File: src/rtl/p2s_tx_arbiter_if.sv
// Requester/shifter bundle for p2s_tx_arbiter.
// master = arbiter side, slave = requesters plus shifter.
interface p2s_tx_arbiter_if #(
  parameter int WIDTH = 8,
  parameter int NREQ  = 4
);
  localparam int GW = (NREQ > 1) ? $clog2(NREQ) : 1;

  logic [NREQ-1:0]       req_valid;
  logic [NREQ*WIDTH-1:0] req_data;
  logic [NREQ-1:0]       req_ready;
  logic                  p2s_load;
  logic [WIDTH-1:0]      p2s_data;
  logic                  p2s_valid;
  logic [GW-1:0]         grant_id;
  logic                  busy;
  logic                  done;
  logic                  error;

  modport master (
    input  req_valid,
    input  req_data,
    input  p2s_valid,
    output req_ready,
    output p2s_load,
    output p2s_data,
    output grant_id,
    output busy,
    output done,
    output error
  );

  modport slave (
    output req_valid,
    output req_data,
    output p2s_valid,
    input  req_ready,
    input  p2s_load,
    input  p2s_data,
    input  grant_id,
    input  busy,
    input  done,
    input  error
  );
endinterface

File: src/rtl/p2s_tx_arbiter.sv
// Round-robin arbiter sharing one parallel2serial shifter.
// Tracks the shifter's valid stream and flags done / framing error.
module p2s_tx_arbiter #(
  parameter int WIDTH         = 8,
  parameter int NREQ          = 4,
  parameter int START_TIMEOUT = 4
) (
  input  logic clk,
  input  logic rst,
  p2s_tx_arbiter_if.master bus
);
  localparam int GW = (NREQ > 1) ? $clog2(NREQ) : 1;
  localparam int CW = $clog2(WIDTH + 1);
  localparam int TW = $clog2(START_TIMEOUT + 1);

  typedef enum logic [1:0] {
    IDLE,
    LOAD,
    WAIT_START,
    SHIFT
  } state_e;

  state_e           state_q, state_d;
  logic [GW-1:0]    rr_q, rr_d;
  logic [GW-1:0]    gid_q, gid_d;
  logic [WIDTH-1:0] data_q, data_d;
  logic [CW-1:0]    cnt_q, cnt_d;
  logic [TW-1:0]    tmo_q, tmo_d;
  logic             done_q, done_d;
  logic             err_q, err_d;

  logic             hit;
  logic [GW-1:0]    pick;
  logic [GW-1:0]    idx;
  logic [WIDTH-1:0] pick_word;

  // First active requester at or after rr_q, wrapping.
  always_comb begin
    hit  = 1'b0;
    pick = '0;
    idx  = '0;
    for (int k = 0; k < NREQ; k++) begin
      idx = GW'((int'(rr_q) + k) % NREQ);
      if (!hit && bus.req_valid[idx]) begin
        hit  = 1'b1;
        pick = idx;
      end
    end
  end

  always_comb begin
    pick_word = '0;
    for (int i = 0; i < NREQ; i++) begin
      if (GW'(i) == pick) begin
        pick_word = bus.req_data[i*WIDTH +: WIDTH];
      end
    end
  end

  always_ff @(posedge clk) begin
    if (rst) begin
      state_q <= IDLE;
      rr_q    <= '0;
      gid_q   <= '0;
      data_q  <= '0;
      cnt_q   <= '0;
      tmo_q   <= '0;
      done_q  <= 1'b0;
      err_q   <= 1'b0;
    end else begin
      state_q <= state_d;
      rr_q    <= rr_d;
      gid_q   <= gid_d;
      data_q  <= data_d;
      cnt_q   <= cnt_d;
      tmo_q   <= tmo_d;
      done_q  <= done_d;
      err_q   <= err_d;
    end
  end

  always_comb begin
    state_d = state_q;
    rr_d    = rr_q;
    gid_d   = gid_q;
    data_d  = data_q;
    cnt_d   = cnt_q;
    tmo_d   = tmo_q;
    done_d  = 1'b0;
    err_d   = 1'b0;
    unique case (state_q)
      IDLE: begin
        if (hit) begin
          state_d = LOAD;
          gid_d   = pick;
          data_d  = pick_word;
        end
      end
      LOAD: begin
        state_d = WAIT_START;
        rr_d    = (gid_q == GW'(NREQ - 1)) ? '0 : gid_q + 1'b1;
        tmo_d   = '0;
        cnt_d   = '0;
      end
      WAIT_START: begin
        if (bus.p2s_valid) begin
          cnt_d = CW'(1);
          if (WIDTH == 1) begin
            done_d  = 1'b1;
            state_d = IDLE;
          end else begin
            state_d = SHIFT;
          end
        end else if (tmo_q == TW'(START_TIMEOUT - 1)) begin
          err_d   = 1'b1;
          state_d = IDLE;
        end else begin
          tmo_d = tmo_q + 1'b1;
        end
      end
      SHIFT: begin
        if (bus.p2s_valid) begin
          cnt_d = cnt_q + 1'b1;
          if (cnt_q == CW'(WIDTH - 1)) begin
            done_d  = 1'b1;
            state_d = IDLE;
          end
        end else begin
          err_d   = 1'b1;
          state_d = IDLE;
        end
      end
      default: state_d = IDLE;
    endcase
  end

  // Outputs decode flops only; no input reaches them combinationally.
  always_comb begin
    bus.p2s_load  = (state_q == LOAD);
    bus.req_ready = (state_q == LOAD) ? (NREQ'(1) << gid_q) : '0;
    bus.p2s_data  = data_q;
    bus.grant_id  = gid_q;
    bus.busy      = (state_q != IDLE);
    bus.done      = done_q;
    bus.error     = err_q;
  end
endmodule

File: src/flat_wrapper.sv
// flat-port wrapper written by rule: the top's interface ports become plain ports
module p2s_tx_arbiter_flat 
#(
  parameter int WIDTH         = 8,
  parameter int NREQ          = 4,
  parameter int START_TIMEOUT = 4
)
  (clk, rst, bus_req_valid, bus_req_data, bus_p2s_valid, bus_req_ready, bus_p2s_load, bus_p2s_data, bus_grant_id, bus_busy, bus_done, bus_error);
  p2s_tx_arbiter_if #(.WIDTH(WIDTH), .NREQ(NREQ)) bus_i ();
  input  logic clk;
  input  logic rst;
  input wire logic [$bits(bus_i.req_valid)-1:0] bus_req_valid;
  input wire logic [$bits(bus_i.req_data)-1:0] bus_req_data;
  input wire logic [$bits(bus_i.p2s_valid)-1:0] bus_p2s_valid;
  output wire logic [$bits(bus_i.req_ready)-1:0] bus_req_ready;
  output wire logic [$bits(bus_i.p2s_load)-1:0] bus_p2s_load;
  output wire logic [$bits(bus_i.p2s_data)-1:0] bus_p2s_data;
  output wire logic [$bits(bus_i.grant_id)-1:0] bus_grant_id;
  output wire logic [$bits(bus_i.busy)-1:0] bus_busy;
  output wire logic [$bits(bus_i.done)-1:0] bus_done;
  output wire logic [$bits(bus_i.error)-1:0] bus_error;
  assign bus_i.req_valid = bus_req_valid;
  assign bus_i.req_data = bus_req_data;
  assign bus_i.p2s_valid = bus_p2s_valid;
  assign bus_req_ready = bus_i.req_ready;
  assign bus_p2s_load = bus_i.p2s_load;
  assign bus_p2s_data = bus_i.p2s_data;
  assign bus_grant_id = bus_i.grant_id;
  assign bus_busy = bus_i.busy;
  assign bus_done = bus_i.done;
  assign bus_error = bus_i.error;
  p2s_tx_arbiter #(.WIDTH(WIDTH), .NREQ(NREQ), .START_TIMEOUT(START_TIMEOUT)) u_core (.clk(clk), .rst(rst), .bus(bus_i));
endmodule
File: config.mk
export PLATFORM = sky130hd
export DESIGN_NAME = p2s_tx_arbiter_flat
export DESIGN_NICKNAME = d
export VERILOG_FILES = /design/src/rtl/p2s_tx_arbiter_if.sv /design/src/rtl/p2s_tx_arbiter.sv /design/src/flat_wrapper.sv
export SDC_FILE = /design/constraint.sdc
export NUM_CORES = 1
export LEC_CHECK = 0
export CORE_MARGIN = 1
export CORE_UTILIZATION = 55
export CTS_CLUSTER_SIZE = 28
export DETAILED_ROUTE_END_ITERATION = 16
export DONT_BUFFER_PORTS = 1
export PLACE_DENSITY_LB_ADDON = 0.08
export SLEW_MARGIN = 40
export SYNTH_ARGS = -nofsm -noshare
export SYNTH_HDL_FRONTEND = slang
export SYNTH_SLANG_ARGS = --single-unit
File: constraint.sdc
create_clock -name clk -period 1.91 [get_ports clk]
set_clock_uncertainty 0.2 [all_clocks]
set_input_delay 0.573 -clock clk [delete_from_list [all_inputs] [get_ports clk]]
set_output_delay 0.573 -clock clk [all_outputs]
set_load 0.05 [all_outputs]
==> reports/summary.json <==
{
  "run_status": {"value": "finished, violations left"},
  "failing_checks": {"value": "negative setup slack"},
  "setup_total_negative_slack": {"value": -0.1247, "unit": "ns"},
  "final_routed_wirelength": {"value": 3129, "unit": "um"},
  "antenna-diode-count": {"value": 0},
  "cts-root-buf": {"value": "sky130_fd_sc_hd__clkbuf_4"},
  "whs": {"value": 0.1104, "unit": "ns"},
  "finalSetupViolations": {"value": 4},
  "layout_worst_path_cycle_share": {"value": 101.8, "unit": "%"},
  "timing.critical_path.required": {"value": 1.14, "unit": "ns"},
  "crit_chain": {"value": "inv_4, nor2_4, and2_4"},
  "cts_inserted_buffers": {"value": 3},
  "synth.area.top_cells": {"value": "sky130_fd_sc_hd__dfxtp_1 (35%), sky130_fd_sc_hd__mux2i_1 (17%), sky130_fd_sc_hd__ha_1 (6.7%)"},
  "drive_gt1_share": {"value": 29.09, "unit": "%"},
  "die_h": {"value": 50.62, "unit": "um"},
  "wl_per_cell": {"value": 16.21, "unit": "um"},
  "critPathKind": {"value": "flop to output pin"},
  "clock_insertion_delay_worst_skew": {"value": 0.31, "unit": "ns"},
  "finalWeightedCongestion": {"value": 0.7979},
  "final_design_area_no_fill": {"value": 1594, "unit": "sq um"},
  "dp_slack": {"value": -0.1022, "unit": "ns"},
  "grt_antenna_before_repair": {"value": 0},
  "synth_largest_type_area_fraction": {"value": 35.42, "unit": "%"},
  "final-hold-violation-count": {"value": 0},
  "drt_drc_violations_left": {"value": 0},
  "setup.worst_path.end_class": {"value": "output pin"},
  "maxClockFrequency": {"value": 514.2, "unit": "MHz"},
  "routed-via-count": {"value": 1186},
  "worst_slew_pin_slew": {"value": 0.5244, "unit": "ns"},
  "cell_type_with_the_largest_total_area_after_synthesis": {"value": "sky130_fd_sc_hd__dfxtp_1"},
  "cts_hold_repair.buffers": {"value": 0},
  "period_needed": {"value": 1.945, "unit": "ns"},
  "multiInputGateArea": {"value": 852.1, "unit": "sq um"},
  "synth_sequential_area_ratio": {"value": 35.42, "unit": "%"},
  "hold_depth": {"value": 1},
  "worst_r2r_path_depth": {"value": 5},
  "synth_area": {"value": 1300, "unit": "sq um"},
  "maxCapViolCount": {"value": 0},
  "fp-row-count": {"value": 17},
  "powerDensity": {"value": 816.4, "unit": "nW/um^2"},
  "clk_pin_slew_worst_paths": {"value": 0.13, "unit": "ns"},
  "slew_headroom": {"value": 64.99, "unit": "%"},
  "grt_overflow_total": {"value": 0},
  "floorplan.initialDensity": {"value": 58.77, "unit": "%"},
  "cts.sinks": {"value": 23},
  "synth_fp_nets": {"value": 195},
  "area.sequential": {"value": 476.7, "unit": "sq um"},
  "synth_warnings": {"value": 0},
  "holdCritStartpoint": {"value": "rst"},
  "worstHoldPathType": {"value": "primary input to flop"},
  "grt_first_pass_wirelength": {"value": 4643, "unit": "um"},
  "whs_endpoint": {"value": "u_core.cnt_q[1]"},
  "width_of_the_die": {"value": 50.62, "unit": "um"},
  "cell_with_the_largest_stage_delay_on_the_worst_path": {"value": "sky130_fd_sc_hd__dfxtp_4"},
  "drtAntennaViolNets": {"value": 0},
  "critPathMaxStageDelay": {"value": 0.40, "unit": "ns"},
  "via_per_inst": {"value": 6.145},
  "worst_r2r_endpoint": {"value": "u_core.bus.p2s_data[7]"},
  "core_region_area": {"value": 2212, "unit": "sq um"},
  "p_leak": {"value": 0.6194, "unit": "nW"},
  "cell_area_reported_after_detailed_placement": {"value": 1445, "unit": "sq um"},
  "die_area": {"value": 2562, "unit": "sq um"},
  "crit_fanout": {"value": 6},
  "syn_to_final_growth": {"value": 22.62, "unit": "%"},
  "ctsLongestPathBuffers": {"value": 2},
  "regToRegStartpoint": {"value": "u_core.rr_q[1]"},
  "postLayoutSetupSlackWorst": {"value": -0.03460, "unit": "ns"},
  "tritoncts": {"value": "built"},
  "syn_area_per_cell": {"value": 8.725, "unit": "sq um"},
  "final.fill_count": {"value": 185},
  "rrSetupSlack": {"value": 0.07, "unit": "ns"},
  "power.ir.vdd_worst": {"value": 594.2, "unit": "uV"},
  "cts-htree-levels": {"value": 1},
  "timing.final.max_slew_violations": {"value": 0},
  "io-pin-count": {"value": 57},
  "synth-edff-count": {"value": 0},
  "first_global_vias": {"value": 1039},
  "dominantRegCellSynth": {"value": "sky130_fd_sc_hd__dfxtp_1"},
  "hpwlAfterDp": {"value": 2204, "unit": "um"},
  "largest_net_degree_at_the_start_of_global_routing": {"value": 19},
  "crit_arrival": {"value": 1.17, "unit": "ns"},
  "groute.usage.overall": {"value": 24.03, "unit": "%"},
  "portBuffers": {"value": 0},
  "synth.lib_cells_used.distinct": {"value": 33},
  "asyncSetResetFlopFracSynth": {"value": 0, "unit": "%"},
  "design.final.nets": {"value": 212},
  "dr.pass1.iters": {"value": 4},
  "grt_setup_unrepaired": {"value": "true"},
  "postSynthRegisterBits": {"value": 23},
  "drtIter0Drc": {"value": 24},
  "critPathLaunchType": {"value": "flop"},
  "gate_count_after_technology_mapping": {"value": 149}
}
sequential cells by signal, summed over array words and instances, names as in the netlist:
| signal | flops |
|---|---|
| u_core.bus.done | 1 |
| u_core.bus.error | 1 |
| u_core.bus.grant_id | 2 |
| u_core.bus.p2s_data | 8 |
| u_core.cnt_q | 4 |
| u_core.rr_q | 2 |
| u_core.state_q | 2 |
| u_core.tmo_q | 3 |
routing by layer:
layer	GRT usage [%]	part of all wire, %
met4	11.11	1.6
met3	4.848	5.7
met1	28.57	40
met2	41.11	53
met5	0	0
synth_stat cells, types with 2 or more instances:
cell and count:
sky130_fd_sc_hd__nor4_1 3, sky130_fd_sc_hd__mux2i_1 22, sky130_fd_sc_hd__ha_1 7, sky130_fd_sc_hd__nand4_1 2, sky130_fd_sc_hd__a311oi_1 3, sky130_fd_sc_hd__o21ai_0 2, sky130_fd_sc_hd__buf_2 2, sky130_fd_sc_hd__nor3_1 3
sky130_fd_sc_hd__inv_1 7, sky130_fd_sc_hd__nand2b_1 2, sky130_fd_sc_hd__a21oi_1 11, sky130_fd_sc_hd__and2_1 4, sky130_fd_sc_hd__nand3b_1 2, sky130_fd_sc_hd__clkbuf_1 3, sky130_fd_sc_hd__nand2_1 16, sky130_fd_sc_hd__dfxtp_1 23
sky130_fd_sc_hd__o221ai_1 8, sky130_fd_sc_hd__nor2_1 14
what timing repair did:
action / in CTS / in global routing
endpoints found under the setup margin: 14 / 15
buffers inserted: 2 / 2
pin swaps: 5 / 8
resized for setup: 7 / 14
cells in the final DEF (no fill, tap or decap), drive strengths merged:
master / n
a21bo: 1
a21oi: 11
a22o: 1
a22oi: 1
a311oi: 3
a32oi: 1
and2: 4
buf: 20
clkbuf: 3
clkinv: 1
dfxtp: 23
ha: 7
inv: 8
mux2i: 22
nand2: 16
nand2b: 2
nand3: 1
nand3b: 2
nand4: 2
nor2: 15
nor2b: 1
nor3: 3
nor4: 3
o21ai: 3
o221ai: 8
o2bb2a: 1
or3: 1
or4: 1
cell type report:
| cell class | count | area share [%] |
|---|---|---|
| clock buffer | 3 | 1.413 |
| clock inverter | 1 | 0.3140 |
| inverter | 8 | 2.041 |
| multi-input combinational | 110 | 53.45 |
| sequential | 23 | 29.91 |
| tap | 28 | 2.198 |
| timing repair buffer | 20 | 10.68 |
power breakdown:
group	switching (mW)	total, mW	internal, mW	leakage (nW)
registers	0.142	0.669	0.527	0.191
logic	0.226	0.409	0.184	0.411
clock network	0.145	0.223	0.0782	0.0177
per-stage QoR:
| stage | power (mW) | std cells | utilization [%] |
|---|---|---|---|
| 6_report | 1.301 | 193 | 72.06 |
| 5_1_grt | 1.364 | 193 | 72.06 |
| 4_1_cts | 1.266 | 191 | 68.10 |
| 3_5_place_dp | 1.031 | 185 | 65.33 |
| 3_3_place_gp | 1.019 | 185 | 65.33 |
| 2_1_floorplan | 0.9466 | 149 | - |
worst max-delay path by stage:
| stage | startpoint | to | slack, ns |
|---|---|---|---|
| final | u_core.state_q[0] | bus_req_ready[3] | -0.03 |
| after CTS | u_core.state_q[0] | bus_req_ready[3] | -0.05 |
| after global routing | u_core.state_q[0] | bus_req_ready[3] | -0.09 |
| after floorplan | u_core.state_q[0] | bus_req_ready[0] | -0.02 |
| after detailed placement | bus_req_valid[2] | u_core.bus.p2s_data[4] | -0.10 |
| after global placement | bus_req_valid[0] | u_core.bus.p2s_data[1] | 0.03 |
cells by family after synthesis:
logic type	Yosys count	share of synthesized area, %
DFF	23	35.42
and+or+nand+nor	51	18.96
adders and majority gates	7	6.737
muxes	22	16.94
buffers and inverters	16	5.678
AOI/OAI and AO/OA	30	16.27
critical path, delay by kind of cell, from the launching register on:
| family | cells | cell delay, ns |
|---|---|---|
| buf+inv | 1 | 0.04 |
| flops | 1 | 0.40 |
| simple gates | 2 | 0.42 |
Note: power is estimated with default switching activity, not from simulation.
